File: src/rtl/pipeline_debug_ctrl.sv
// Debug pipeline sequencer: free-run or single-step execution, stop on HALT,
// then stream the whole register bank out byte by byte (LSB byte first).
// Register-bank read port A belongs to the dump engine only while frozen.
module pipeline_debug_ctrl #(
   parameter int NB_DATA = 32,
   parameter int NB_REG  = 5,
   parameter int N_REGS  = 32,
   parameter int NB_BYTE = 8,
   parameter int NB_CNT  = 32
) (
   input  logic               i_clock,
   input  logic               i_reset,
   input  logic               i_start_cont,
   input  logic               i_step,
   input  logic               i_halt,
   output logic               o_pipe_enable,
   output logic               o_dbg_grant,
   output logic [NB_REG-1:0]  o_dbg_reg_sel,
   input  logic [NB_DATA-1:0] i_dbg_reg_data,
   output logic [NB_BYTE-1:0] o_tx_data,
   output logic               o_tx_valid,
   input  logic               i_tx_ready,
   output logic               o_busy,
   output logic               o_done,
   output logic [NB_CNT-1:0]  o_cycle_count
);

   localparam int N_BYTES = NB_DATA / NB_BYTE;
   localparam int NB_BIDX = (N_BYTES > 1) ? $clog2(N_BYTES) : 1;
   localparam logic [NB_BIDX-1:0] LAST_BYTE = NB_BIDX'(N_BYTES - 1);
   localparam logic [NB_REG-1:0]  LAST_REG  = NB_REG'(N_REGS - 1);

   typedef enum logic [2:0] {
      IDLE,
      RUN,
      STEP,
      DUMP_ADDR,
      DUMP_LATCH,
      DUMP_SEND,
      DONE
   } state_t;

   state_t              state_q, state_d;
   logic                halted_q, halted_d;
   logic [NB_REG-1:0]   reg_idx_q, reg_idx_d;
   logic [NB_BIDX-1:0]  byte_idx_q, byte_idx_d;
   logic [NB_DATA-1:0]  shift_q, shift_d;

   logic                pipe_enable_q, pipe_enable_d;
   logic                grant_q, grant_d;
   logic [NB_REG-1:0]   reg_sel_q, reg_sel_d;
   logic [NB_BYTE-1:0]  tx_data_q, tx_data_d;
   logic                tx_valid_q, tx_valid_d;
   logic                busy_q, busy_d;
   logic                done_q, done_d;
   logic [NB_CNT-1:0]   cycle_count_q, cycle_count_d;

   // Next-state logic; every output is decoded from the next state so that it is a flop.
   always_comb begin
      state_d    = state_q;
      halted_d   = halted_q;
      reg_idx_d  = reg_idx_q;
      byte_idx_d = byte_idx_q;
      shift_d    = shift_q;
      tx_data_d  = tx_data_q;

      case (state_q)
         IDLE: begin
            if (i_start_cont) begin
               state_d  = RUN;
               halted_d = 1'b0;
            end else if (i_step) begin
               state_d  = STEP;
               halted_d = 1'b0;
            end
         end
         RUN: begin
            if (i_halt) begin
               state_d  = DUMP_ADDR;
               halted_d = 1'b1;
            end
         end
         STEP: begin
            state_d  = DUMP_ADDR;
            halted_d = i_halt;
         end
         DUMP_ADDR: begin
            state_d = DUMP_LATCH;
         end
         DUMP_LATCH: begin
            shift_d    = i_dbg_reg_data;
            byte_idx_d = '0;
            tx_data_d  = i_dbg_reg_data[NB_BYTE-1:0];
            state_d    = DUMP_SEND;
         end
         DUMP_SEND: begin
            if (i_tx_ready) begin
               if (byte_idx_q == LAST_BYTE) begin
                  byte_idx_d = '0;
                  if (reg_idx_q == LAST_REG) begin
                     reg_idx_d = '0;
                     state_d   = halted_q ? DONE : IDLE;
                  end else begin
                     reg_idx_d = reg_idx_q + 1'b1;
                     state_d   = DUMP_ADDR;
                  end
               end else begin
                  byte_idx_d = byte_idx_q + 1'b1;
                  shift_d    = shift_q >> NB_BYTE;
                  tx_data_d  = shift_d[NB_BYTE-1:0];
               end
            end
         end
         DONE: begin
            state_d = DONE;
         end
         default: begin
            state_d = IDLE;
         end
      endcase

      pipe_enable_d = (state_d == RUN) || (state_d == STEP);
      grant_d       = (state_d == DUMP_ADDR) || (state_d == DUMP_LATCH) || (state_d == DUMP_SEND);
      reg_sel_d     = grant_d ? reg_idx_d : '0;
      tx_valid_d    = (state_d == DUMP_SEND);
      busy_d        = !((state_d == IDLE) || (state_d == DONE));
      done_d        = (state_d == DONE);
      cycle_count_d = cycle_count_q + NB_CNT'(pipe_enable_q);
   end

   // State and output registers with synchronous reset taking priority everywhere.
   always_ff @(posedge i_clock) begin
      if (i_reset) begin
         state_q       <= IDLE;
         halted_q      <= 1'b0;
         reg_idx_q     <= '0;
         byte_idx_q    <= '0;
         shift_q       <= '0;
         pipe_enable_q <= 1'b0;
         grant_q       <= 1'b0;
         reg_sel_q     <= '0;
         tx_data_q     <= '0;
         tx_valid_q    <= 1'b0;
         busy_q        <= 1'b0;
         done_q        <= 1'b0;
         cycle_count_q <= '0;
      end else begin
         state_q       <= state_d;
         halted_q      <= halted_d;
         reg_idx_q     <= reg_idx_d;
         byte_idx_q    <= byte_idx_d;
         shift_q       <= shift_d;
         pipe_enable_q <= pipe_enable_d;
         grant_q       <= grant_d;
         reg_sel_q     <= reg_sel_d;
         tx_data_q     <= tx_data_d;
         tx_valid_q    <= tx_valid_d;
         busy_q        <= busy_d;
         done_q        <= done_d;
         cycle_count_q <= cycle_count_d;
      end
   end

   assign o_pipe_enable = pipe_enable_q;
   assign o_dbg_grant   = grant_q;
   assign o_dbg_reg_sel = reg_sel_q;
   assign o_tx_data     = tx_data_q;
   assign o_tx_valid    = tx_valid_q;
   assign o_busy        = busy_q;
   assign o_done        = done_q;
   assign o_cycle_count = cycle_count_q;

endmodule

File: config.mk
export PLATFORM = sky130hd
export DESIGN_NAME = pipeline_debug_ctrl
export DESIGN_NICKNAME = d
export VERILOG_FILES = /design/src/rtl/pipeline_debug_ctrl.sv
export SDC_FILE = /design/constraint.sdc
export NUM_CORES = 1
export LEC_CHECK = 0
export BUFFER_PORTS_ARGS = -buffer_cell sky130_fd_sc_hd__buf_2
export CORE_MARGIN = 2
export CORE_UTILIZATION = 40
export DETAILED_ROUTE_END_ITERATION = 10
export GPL_ROUTABILITY_DRIVEN = 0
export PLACE_DENSITY = 0.76
export SYNTH_ARGS = -nofsm -noshare
export SYNTH_HDL_FRONTEND = slang
export SYNTH_SLANG_ARGS = --single-unit
File: constraint.sdc
create_clock -name i_clock -period 2 [get_ports i_clock]
set_input_delay 0.4 -clock i_clock [delete_from_list [all_inputs] [get_ports i_clock]]
set_output_delay 0.4 -clock i_clock [all_outputs]
set_load 0.01 [all_outputs]
; Word level (Yosys, flattened, before mapping)
; Index checks and enable logic that the tools add are counted.
[word_totals]
reg_bits = 93
latchBits = 0
mem_bits_rw = 0
rom_bits = 0
in_bits = 38
out_inout_bits = 50
wordCells = 73
n_memories = 0
[classes]
n_addsub = 3
multipliers = 0
n_div = 0
n_lt_le_gt_ge = 0
n_eq_ne = 18
shift = 0
muxes = 25
bitwise = 1
reduce_logical = 13
[ops]
columns = cell, count
row1 = $mux 32, 2
row2 = $pmux 32 s2, 1
row3 = $add 32x1->32, 1
row4 = $mux 3, 7
row5 = $pmux 3 s7, 1
row6 = $mux 5, 4
row7 = $eq 3x3->1 const B, 6
row8 = $mux 8, 2
row9 = $pmux 8 s2, 1
row10 = $eq 3x2->1 const B, 4
row11 = $eq 3x1->1 const B, 2
row12 = $logic_not 3->1, 2
row13 = $ne 2x2->1 const B, 3
row14 = $reduce_and 3->1, 2
row15 = $add 5x1->5 const B, 1
row16 = $eq 5x5->1 const B, 1
row17 = $logic_or 1x1->1, 4
row18 = $mux 2, 2
row19 = $pmux 2 s2, 1
row20 = $mux 1, 3
row21 = $ne 3x3->1 const B, 1
row22 = $pmux 1 s3, 1
row23 = $reduce_bool 3->1, 1
row24 = $add 2x1->2 const B, 1
row25 = other kinds (6), 6

; Logic depth before layout (Yosys ltp)
; Gate-level depths: netlist of run 1.
[logic_depth]
word_depth = 10
mapped_depth = 8
depth_no_buf = 8

; Least setup slack after synthesis of run 1
; No wires, ideal clock.
[synth_path]
path_kind = reg2reg
from = register reg_idx_q[0]
to = register reg_sel_q[0], in the netlist o_dbg_reg_sel[0]
setup_time_ps = 133
arrival_time_ps = 1820
required_ps = 1867
path_slack_ps = 47
stages_incl_launch_ff = 9
path_buffers = 0
period_less_slack_ps = 1953
path_cell_list = dfxtp_1 > ha_1 > and3_1 > ha_1 > a41oi_1 > o211ai_1 > nor3_1 > mux2i_1 > nor3_1
[synth_between]
elab_chain_len = 10
elab_cells_between_ends = 17
classes_between = add/sub (1) / eq/ne (4) / mux (8) / bitwise (1) / reduce/logical (3)
[synth_lines]
columns = element, line_no
row1 = from (decl), 45  ; logic [NB_REG-1:0] reg_idx_q, reg_idx_d;
row2 = from (signal assigned), 150  ; reg_idx_q <= reg_idx_d;
row3 = $eq 5x5->1, 100  ; if (reg_idx_q == LAST_REG) begin
row4 = $mux 3, 100
row5 = $mux 3, 98  ; if (byte_idx_q == LAST_BYTE) begin
row6 = $mux 3, 97  ; if (i_tx_ready) begin
row7 = $pmux 3 s7, 67  ; case (state_q)
row8 = $eq 3x2->1 or $eq 3x3->1 (tied branches), 123  ; grant_d = (state_d == DUMP_ADDR) || (state_d == DUMP_LATCH) || (state_d == DUMP_SEND);
row9 = $logic_or 1x1->1 (2 in series), 123
row10 = $not 1->1 (no source line), --
row11 = $reduce_or 2->1 (no source line), --
row12 = to (signal assigned), 155  ; reg_sel_q <= reg_sel_d;
row13 = to (decl), 51  ; logic [NB_REG-1:0] reg_sel_q, reg_sel_d;
; Several ways; a longest one is shown, not always the timed one.
; A chain may end at the register's enable or synchronous reset.

; Final worst setup path of run 1
[layout_path]
from = register reg_idx_q[1]
to = register reg_sel_q[2], in the netlist o_dbg_reg_sel[2]
; The elaborated chain is that of the path after synthesis.

==> out/results.ini, run 1 <==
[route]
met1_length_mm=3.648
vias=3060
drt_iter0_drc=103
wl_mm=8.159
dr.max_layer_used=met4
postRouteAntennaNets=0
wl_met3_um=332
routed-wl-met2_mm=4.053
via_per_inst=5.126
drc=0
drt_first_pass_iters=6
wl_per_cell_um=13.67

[synthesis]
synth_top_family_by_area=simple AND/OR/NAND/NOR gates
syn_nets=441
synth-simple-area-share=0.2163
syn_avg_cell_area_um2=9.310
synth_compound_area_frac=0.1022
synth_cell_types=43
ys_warn_count=0
syn_area_mm2=0.003696
synthXorXnorAreaFrac=0.07583
synth_adder_area_share=0.02031
ys_seq_area_frac=0.4604
netlist_instances=397
synth_mux_area_frac=0.07583
yosys_register_bits=85

[global_routing]
grt_pass1_vias=2853
antenna_found_initial=0
grt_max_degree=49
grt_usage=0.1623
grt_pass1_wl_mm=13.20
overflow=0

[status]
outcome=completed

[worst_setup_path]
path_delay_family=simple AND/OR/NAND/NOR gates
ff2ff_setup_slack_ns=0.08
r2r_end=o_dbg_reg_sel[2]$_SDFF_PP0_
criticalPathCategory=reg -> reg
r2r_cells=9
crit_buf_inv=1
crit_chain=ha_2, and3_4, ha_1, nand2_1, a31oi_1, or2_4, mux2i_1, buf_4, nor3b_2
end_kind=flop
worstPathRequired_ns=2.29
reg2reg_from=reg_idx_q[1]$_SDFF_PP0_
slowest_delay_ns=0.36
start_kind=flop
cp.arrival_ns=2.20
slowest_stage=dfxtp_1
cp_max_fo=6

[timing]
tightest_slew_ns=0.5014
setup_ws_ns=0.08305
hold_violations=0
skew_ns=0.009807
slew_viol_final=0
max_freq_mhz=521.7
finalSetupViolCount=0
fin_crit_ns=1.917
max_slew_margin=0.6632
fin_hold_ws_ns=0.2953
fin_crit_sh=0.9585
fin_tns_setup_ns=0

[finish]
area_growth_pct=21.83
final_layout_size_suffix_gt1_frac=0.2757
n_antenna_cell=0
nets=525
num-fill-cells=874

[placed_design]
dp_hpwl_mm=5.750
post-place-ws_ns=-0.002647
placement.io_buffers=87

[die]
core_area_mm2=0.009109
die_area_mm2=0.01003
start_util=0.4058
ios=88
die_y_um=100.1
die_w_um=100.1
row_count=35

[worst_hold_path]
holdPathStages=3
worstHoldPathType=in -> reg
hold_path.startpoint=i_dbg_reg_data[28]
hold-path-endpoint=shift_q[28]$_SDFFE_PP0P_

[clock_network]
path_clk_slew_ns=0.09
clk-insertion-delay-late_ns=0.35
cts_inserted_buffers=9
cts.root.buffer_cell=clkbuf_8
clk_path_buf_depth=2
cts_max_level=3
cts_tree=built
numClockSinks=85

[power_and_ir_drop]
peakVddDrop_mv=0.2972
p_per_area_mw_per_mm2=816.9
p_leak_uw=0.002048

[job]
cap_violations=0

worst reg2reg max path, stage by stage, from the launching register on:
cell     delay, ns
dfxtp_1       0.36
ha_2          0.20
and3_4        0.21
ha_1          0.17
nand2_1       0.07
a31oi_1       0.24
or2_4         0.21
mux2i_1       0.07
buf_4         0.17
nor3b_2       0.15
area by class of cell:
class | count | area (um2) | area share
clock buffer | 10 | 137.6 | 0.03056
clock inverter | 6 | 68.82 | 0.01528
timing repair buffer | 103 | 568.0 | 0.1261
inverter | 4 | 15.01 | 0.003334
multi-input combinational | 278 | 1872 | 0.4157
sequential | 85 | 1703 | 0.3782
tap | 111 | 138.9 | 0.03084
metal layers:
metal	vias to the layer above	track usage
met5	-	0
met4	0	0.06428
met2	69	0.2731
met3	14	0.03482
li1	1551	-
met1	1426	0.2028
report_power, final:
part	switching [uW]	internal, uW
Clock	641	623
Combinational	301	257
Sequential	63.2	1790
Total	1010	2670
synth_stat cells (all sizes together):
cell type	instances	area (um2)
a211o	1	8.760
a211oi	24	180.2
a21o	1	7.510
a21oi	9	45.04
a22oi	8	60.06
a31oi	1	6.260
a41oi	1	8.760
and3	6	37.54
and4	3	26.28
buf	13	102.6
clkbuf	17	63.81
dfxtp	85	1702
ha	6	75.07
inv	4	15.01
mux2i	28	280.3
nand2	16	60.06
nand2b	2	12.51
nand3	14	70.07
nand3b	3	35.03
nand4	10	62.56
nand4b	2	17.52
nor2	75	281.5
nor2b	8	50.05
nor3	10	50.05
nor3b	2	15.01
nor4	4	37.53
nor4b	2	17.52
o211ai	1	7.510
o21ai	1	5.000
o21bai	1	7.510
o221ai	1	26.28
o31ai	2	15.01
or2	2	12.52
or3	1	6.260
or4	1	7.510
xnor2	6	52.55
xor2	26	227.7
how the worst max path moves through the flow:
| stage | from | to | slack, ns | cells after the start |
|---|---|---|---|---|
| 6_report | reg_idx_q[1]$_SDFF_PP0_ | o_dbg_reg_sel[2]$_SDFF_PP0_ | 0.08 | 9 |
| 5_1_grt | reg_idx_q[1]$_SDFF_PP0_ | o_dbg_reg_sel[0]$_SDFF_PP0_ | -0.03 | 9 |
| 4_1_cts | reg_idx_q[0]$_SDFF_PP0_ | o_dbg_reg_sel[0]$_SDFF_PP0_ | 0.05 | 9 |
| 3_5_place_dp | reg_idx_q[0]$_SDFF_PP0_ | o_dbg_reg_sel[2]$_SDFF_PP0_ | -0.003 | 9 |
| 3_3_place_gp | reg_idx_q[0]$_SDFF_PP0_ | o_dbg_reg_sel[2]$_SDFF_PP0_ | 0.1 | 9 |
| 2_1_floorplan | reg_idx_q[0]$_SDFF_PP0_ | o_dbg_reg_sel[0]$_SDFF_PP0_ | 0.05 | 8 |
cell usage in the layout, fill, tap and decap left out, types with 3 or more instances in the layout:
cell type  synthesis  final
inv_6              0      3
nor2_1            75     75
a21oi_1            9      8
and3_1             6      5
buf_2              1     87
a22oi_1            8      8
a211oi_1          24     24
nor2b_1            8      8
nand4_1           10     10
nand2_1           16     16
buf_4              8     15
mux2i_1           28     28
dfxtp_1           85     84
xor2_1            26     26
and4_1             3      3
xnor2_1            6      6
inv_1              4      4
clkbuf_8           0     10
nand3_1           14     14
ha_1               6      4
nor3_1            10      8
timing repair:
| item | 4_1_cts | 5_1_grt |
|---|---|---|
| resized for setup | 3 | 9 |
| buffers inserted | 0 | 1 |
| hold buffers | 0 | 0 |
| pin swaps | 0 | 3 |
| endpoints found under the setup margin | 5 | 10 |
through the flow:
| stage | instance area, um2 | total power, uW | util | instances |
|---|---|---|---|---|
| 2_1_floorplan | 3696 | 2268 | - | 397 |
| 3_3_place_gp | 4240 | 2417 | 0.4655 | 580 |
| 3_5_place_dp | 4240 | 2442 | 0.4655 | 580 |
| 4_1_cts | 4457 | 3712 | 0.4893 | 596 |
| 5_1_grt | 4503 | 3863 | 0.4944 | 597 |
| 6_report | 4503 | 3679 | 0.4944 | 597 |
cell families (layout without fill, tap and decap cells):
family,Yosys count,after routing
adder cells (fa/ha/maj),6,6
flip-flops,85,85
AO/OA/AOI/OAI,51,51
XOR/XNOR,32,32
AND/OR/NAND/NOR,161,161
buffers and inverters,34,123
multiplexers,28,28
state kept, by name, summed over array words and instances (netlist names):
signal,flops
o_done,1
state_q,3
halted_q,1
o_tx_valid,1
o_pipe_enable,1
shift_q,32
reg_idx_q,5
o_busy,1
o_cycle_count,32
o_dbg_grant,1
byte_idx_q,2
o_dbg_reg_sel,5
No activity file was read; power rests on OpenSTA's default activity.
==> inputs of run 2 (changes only) <==
Settings changed: PLACE_DENSITY 0.76 to 0.71.
==> run 2 against run 1 <==
  * Non-clock buffer count fell by 3
  * Die area did not move
  * Combinational power fell by 2%
  * Design area fell by 0.25%
  * Critical path type unchanged
  * Critical endpoint is now o_dbg_reg_sel[0]$_SDFF_PP0_
  * Largest cell class unchanged
  * Sequential share of layout area rose by 0.21 points
  * Global-route usage barely moved
==> out/results.ini, run 2 (synthesized netlist as in run 1, its figures left out) <==
[timing]
rsz0062_at_grt=true
hold_violations=0  ; unchanged
finalSetupViolCount=0  ; unchanged
skew_ns=0.01076  ; +0.0009500 ns
fin_crit_sh=0.9699  ; +0.01140
max_slew_margin=0.6420  ; -0.02115
max_freq_mhz=515.5  ; -1.2%
setup_ws_ns=0.06025  ; -0.02280 ns
fin_hold_ws_ns=0.3008  ; +0.005542 ns
fin_crit_ns=1.940  ; +0.02280 ns
slew_viol_final=0  ; unchanged
tightest_slew_ns=0.5350  ; +0.03360 ns

[route]
drc=0  ; unchanged
postRouteAntennaNets=0  ; unchanged
vias=3051  ; -0.29%
wl_per_cell_um=13.36  ; -2.2%
drt_iter0_drc=61  ; -41%
drt_first_pass_iters=4  ; -2
via_per_inst=5.136  ; +0.21%
wl_mm=7.937  ; -2.7%

[worst_setup_path]
cp.arrival_ns=2.17  ; -0.03 ns
slowest_delay_ns=0.36  ; about the same
criticalPathCategory=reg -> reg
end_kind=flop
start_kind=flop
worstPathRequired_ns=2.23  ; -0.06 ns
slowest_stage=dfxtp_4
crit_chain=ha_2, and3_4, ha_1, nand2_1, a31oi_2, or2_4, mux2i_1, buf_4, nor3_1
cp_max_fo=6  ; unchanged

[die]
core_area_mm2=0.009109  ; unchanged
die_area_mm2=0.01003  ; unchanged
ios=88  ; unchanged
die_y_um=100.1  ; unchanged
start_util=0.4058  ; unchanged
row_count=35  ; unchanged
die_w_um=100.1  ; unchanged

[placed_design]
dp_hpwl_mm=5.597  ; -2.7%
dpl_cell_area_mm2=0.004225  ; -0.35%
placement.io_buffers=87  ; unchanged
post-place-ws_ns=-0.009993  ; -0.007345 ns

[job]
cap_violations=0  ; unchanged

[finish]
final_cell_mix=buf_2, dfxtp_1, nor2_1
final_layout_size_suffix_gt1_frac=0.2754  ; -0.0003578
nets=522  ; -0.57%
n_antenna_cell=0  ; unchanged
num-fill-cells=909  ; +4.0%
area_growth_pct=21.53
final_common_cell=buf_2
fin_area_mm2=0.004492  ; -0.25%

[power_and_ir_drop]
peakVddDrop_mv=0.3071  ; +3.3%
p_per_area_mw_per_mm2=813.4  ; -0.43%
power.total_uw=3654  ; -0.68%
p_leak_uw=0.002028  ; -0.98%

[clock_network]
cts_max_level=3  ; unchanged
cts_tree=built
clk-insertion-delay-late_ns=0.35  ; about the same
numClockSinks=85  ; unchanged
clk_path_buf_depth=2  ; unchanged
cts_setup_buffers=0  ; unchanged
cts.root.buffer_cell=clkbuf_8
cts_hold_buffers=0  ; unchanged
cts_inserted_buffers=9  ; unchanged
path_clk_slew_ns=0.09  ; about the same

[status]
outcome=completed

[global_routing]
antenna_found_initial=0  ; unchanged
grt_usage=0.1620  ; -0.0003214
grt_pass1_vias=2996  ; +5.0%
grt_pass1_wl_mm=13.29  ; +0.68%
overflow=0  ; unchanged
grt_max_degree=49  ; unchanged

[worst_hold_path]
worstHoldPathType=in -> reg

[run 2: cell types whose count changed in the layout (fill, tap and decap cells not counted), sizes merged]
| cell | before | now |
|---|---|---|
| buf | 103 | 100 |
| clkinv | 1 | 2 |
| clkinvlp | 1 | 2 |
| inv | 7 | 5 |
[run 2: critical path: cells and delay by family, from the launching register on]
kind / cells / cell delay [ns]
AND/OR/NAND/NOR: 4 / 0.65
adder cells (fa/ha/maj): 2 / 0.39
flip-flops: 1 / 0.36
buffers and inverters: 1 / 0.18
multiplexers: 1 / 0.13
AO/OA/AOI/OAI: 1 / 0.11
[run 2: worst paths after layout]
path                                         startpoint                           to  slack (ns)  cells past startpoint
worst max-delay path            reg_idx_q[0]$_SDFF_PP0_  o_dbg_reg_sel[0]$_SDFF_PP0_        0.06                      9
worst min-delay path                 i_dbg_reg_data[29]     shift_q[29]$_SDFFE_PP0P_        0.30                      3
worst max register to register  reg_idx_q[0]$_SDFF_PP0_  o_dbg_reg_sel[0]$_SDFF_PP0_        0.06                      9
worst min register to register  shift_q[3]$_SDFFE_PP0P_      shift_q[3]$_SDFFE_PP0P_        0.50                      2
[run 2: repair_timing]
| item | 4_1_cts | 5_1_grt |
|---|---|---|
| hold endpoints to repair | 0 | 0 |
| setup endpoints to repair | 7 | 12 |
| gates cloned | 0 | 0 |
| pin swaps | 0 | 2 |
| gates resized for setup | 2 | 13 |
[run 2: per-layer routing]
metal,share of wire,global-route usage,up-vias
met4,0.016,0.06744,0
met2,0.49,0.2752,73
li1,-,-,1546
met1,0.45,0.1997,1421
met3,0.048,0.03343,11
met5,0,0,-
[run 2: where the power goes]
part	internal [uW]	switching, uW	total [uW]	leakage [uW]
Clock	620	627	1250	0.0000991
Combinational	254	295	549	0.00124
Sequential	1790	64.7	1860	0.000690
[run 2: cell type report]
type                    instances  area [um2]  share of cell area
flip-flops and latches         85        1708              0.3802
repair buffers                100       545.5              0.1214
inverters                       4       15.01            0.003343
well taps                     111       138.9             0.03092
clock buffers                  10       137.6             0.03064
clock inverters                 6       71.32             0.01588
multi-input cells             278        1876              0.4175
[run 2: metrics by stage]
step,instances,util,setup TNS [ns]
final,594,0.4931,0
after global routing,594,0.4931,-0.08337
after CTS,594,0.4871,0
after detailed placement,578,0.4639,-0.009993
after global placement,578,0.4639,0
after floorplan,397,-,0
==> inputs of run 3 (changes only) <==
Settings changed: REMOVE_ABC_BUFFERS from default to 1.
==> run 3 against run 2 <==
  * Die area unchanged
  * First-iteration DRC count grew 41%
  * Global-route usage decreased by 0.11 points
  * Worst setup slack better by 0.073 ns
  * Combinational power is 3% higher
  * Sequential cell count unchanged
  * Critical path type unchanged
  * Largest cell class unchanged
  * Highest routed layer unchanged
==> out/results.ini, run 3 (synthesized netlist as in run 1, its figures left out) <==
[power_and_ir_drop]
power.share.combinational=0.149  ; about the same
p_per_area_mw_per_mm2=837.6  ; +3.0%
pwr-share-seq=0.487  ; -0.022
p_leak_uw=0.002051  ; +1.1%
clkPwrFrac=0.363  ; +0.022
swShare=0.2683  ; -0.001859
power.internal_uw=2776  ; +4.1%
power.total_uw=3794  ; +3.8%
peakVddDrop_mv=0.4479  ; +46%
p_switching_uw=1018  ; +3.1%

[timing]
fin_crit_ns=1.867  ; -0.07296 ns
slew_viol_final=0  ; unchanged
max_freq_mhz=535.7  ; +3.9%
fin_hold_ws_ns=0.3093  ; +0.008482 ns
finalSetupViolCount=0  ; unchanged
max_slew_margin=0.5780  ; -0.06403
tightest_slew_ns=0.6307  ; +0.09570 ns
fin_crit_sh=0.9334  ; -0.03648
hold_violations=0  ; unchanged
skew_ns=0.01186  ; +0.001102 ns

[global_routing]
grt_pass1_vias=2811  ; -6.2%
antenna_found_initial=0  ; unchanged
grt_pass1_wl_mm=13.01  ; -2.1%
overflow=0  ; unchanged
grt_usage=0.1609  ; -0.001070
grt_max_degree=53  ; +8.2%

[die]
die_y_um=100.1  ; unchanged
ios=88  ; unchanged
core_area_mm2=0.009109  ; unchanged
die_w_um=100.1  ; unchanged
start_util=0.4058  ; unchanged
die_area_mm2=0.01003  ; unchanged
row_count=35  ; unchanged

[route]
wl_per_cell_um=13.41  ; +0.36%
via_per_inst=5.119  ; -0.33%
drt_first_pass_iters=4  ; unchanged
drt_iter0_drc=86  ; +41%
postRouteAntennaNets=0  ; unchanged
wl_mm=7.979  ; +0.53%
vias=3046  ; -0.16%
drc=0  ; unchanged

[worst_setup_path]
start_kind=flop
criticalPathCategory=reg -> reg
worstPathRequired_ns=2.23  ; about the same
cp_max_fo=6  ; unchanged
end_kind=flop
cp.arrival_ns=2.09  ; -0.08 ns

[finish]
n_antenna_cell=0  ; unchanged
final_common_cell=buf_2
final_cell_mix=buf_2, dfxtp_1, nor2_1
fin_area_mm2=0.004529  ; +0.84%
area_growth_pct=22.55
final_layout_size_suffix_gt1_frac=0.2769  ; +0.001497
fin_cells=595  ; +0.17%
nets=523  ; +0.19%

[clock_network]
cts_max_level=3  ; unchanged
numClockSinks=85  ; unchanged
clk-insertion-delay-late_ns=0.34  ; about the same
cts.root.buffer_cell=clkbuf_8
cts_tree=built
path_clk_slew_ns=0.09  ; about the same
cts_hold_buffers=0  ; unchanged
cts_inserted_buffers=9  ; unchanged
cts_setup_buffers=0  ; unchanged
clk_path_buf_depth=2  ; unchanged

[placed_design]
placement.io_buffers=87  ; unchanged
dp_hpwl_mm=5.686  ; +1.6%
placed_cells=579  ; +0.17%
dpl_cell_area_mm2=0.004245  ; +0.47%

[worst_hold_path]
worstHoldPathType=in -> reg

[status]
outcome=completed

[job]
cap_violations=0  ; unchanged

run 3: cell count changes in the layout (fill, tap and decap cells not counted):
| cell | before | now |
|---|---|---|
| or2_4 | 1 | 2 |
| inv_6 | 1 | 4 |
| nor2b_1 | 8 | 7 |
| bufinv_16 | 1 | 2 |
| clkbuf_8 | 10 | 9 |
| buf_12 | 1 | 2 |
| clkinv_4 | 2 | 0 |
| clkinvlp_4 | 2 | 1 |
| nor2b_2 | 0 | 1 |
| or2_1 | 1 | 0 |
| dfxtp_2 | 2 | 1 |
| dfxtp_4 | 1 | 0 |
| dfxtp_1 | 82 | 84 |
run 3: final cells by class:
class / instances / area [um2]
Clock buffer: 9 / 123.9
Clock inverter: 7 / 102.6
Fill cell: 881 / 4579
Inverter: 4 / 15.01
Multi-Input combinational cell: 278 / 1881
Sequential cell: 85 / 1703
Tap cell: 111 / 138.9
Timing Repair Buffer: 101 / 565.5
run 3: timing repair:
action,in CTS,in global routing
setup endpoints to repair,5,9
pin swaps,0,2
gates resized for setup,2,12
run 3: power by group through the flow:
| stage | Combinational (uW) | Sequential, uW | Clock, uW |
|---|---|---|---|
| floorplan | 293 | 1920 | 0 |
| global placement | 542 | 1890 | 0 |
| detailed placement | 554 | 1890 | 0 |
| CTS | 556 | 1850 | 1430 |
| global route | 632 | 1860 | 1490 |
| finish | 566 | 1850 | 1380 |
run 3: final timing paths:
kind                                              start                           to  slack (ns)  cells after the start
worst max-delay path            reg_idx_q[0]$_SDFF_PP0_  o_dbg_reg_sel[4]$_SDFF_PP0_        0.13                      9
worst min-delay path                 i_dbg_reg_data[29]     shift_q[29]$_SDFFE_PP0P_        0.31                      3
worst max register to register  reg_idx_q[0]$_SDFF_PP0_  o_dbg_reg_sel[4]$_SDFF_PP0_        0.13                      9
worst min register to register  shift_q[6]$_SDFFE_PP0P_      shift_q[6]$_SDFFE_PP0P_        0.50                      2
run 3: metrics by stage:
step | TNS [ns] | util | setup WS (ns)
2_1_floorplan | -22.46 | - | -0.8607
3_3_place_gp | 0 | 0.4661 | 0.1109
3_5_place_dp | -0.04301 | 0.4661 | -0.03629
4_1_cts | 0 | 0.4912 | 0.003654
5_1_grt | -0.01204 | 0.4973 | -0.007073
6_report | 0 | 0.4973 | 0.1332
run 3: worst max-delay path, stage by stage, from the launching register on:
cell and delay, ns:
dfxtp_2 0.35, ha_2 0.19, and3_4 0.19, ha_1 0.19
nand2_1 0.09, a31oi_2 0.10, or2_4 0.27, mux2i_1 0.14
buf_4 0.17, nor3_1 0.05
run 3: routing by layer:
layer  part of all wire  global-route usage  vias to the layer above
li1                   -                   -                     1555
met1               0.48              0.2082                     1398
met2               0.46              0.2623                       78
met3              0.047             0.03203                       15
met4              0.018             0.06744                        0
met5                  0                   0                        -
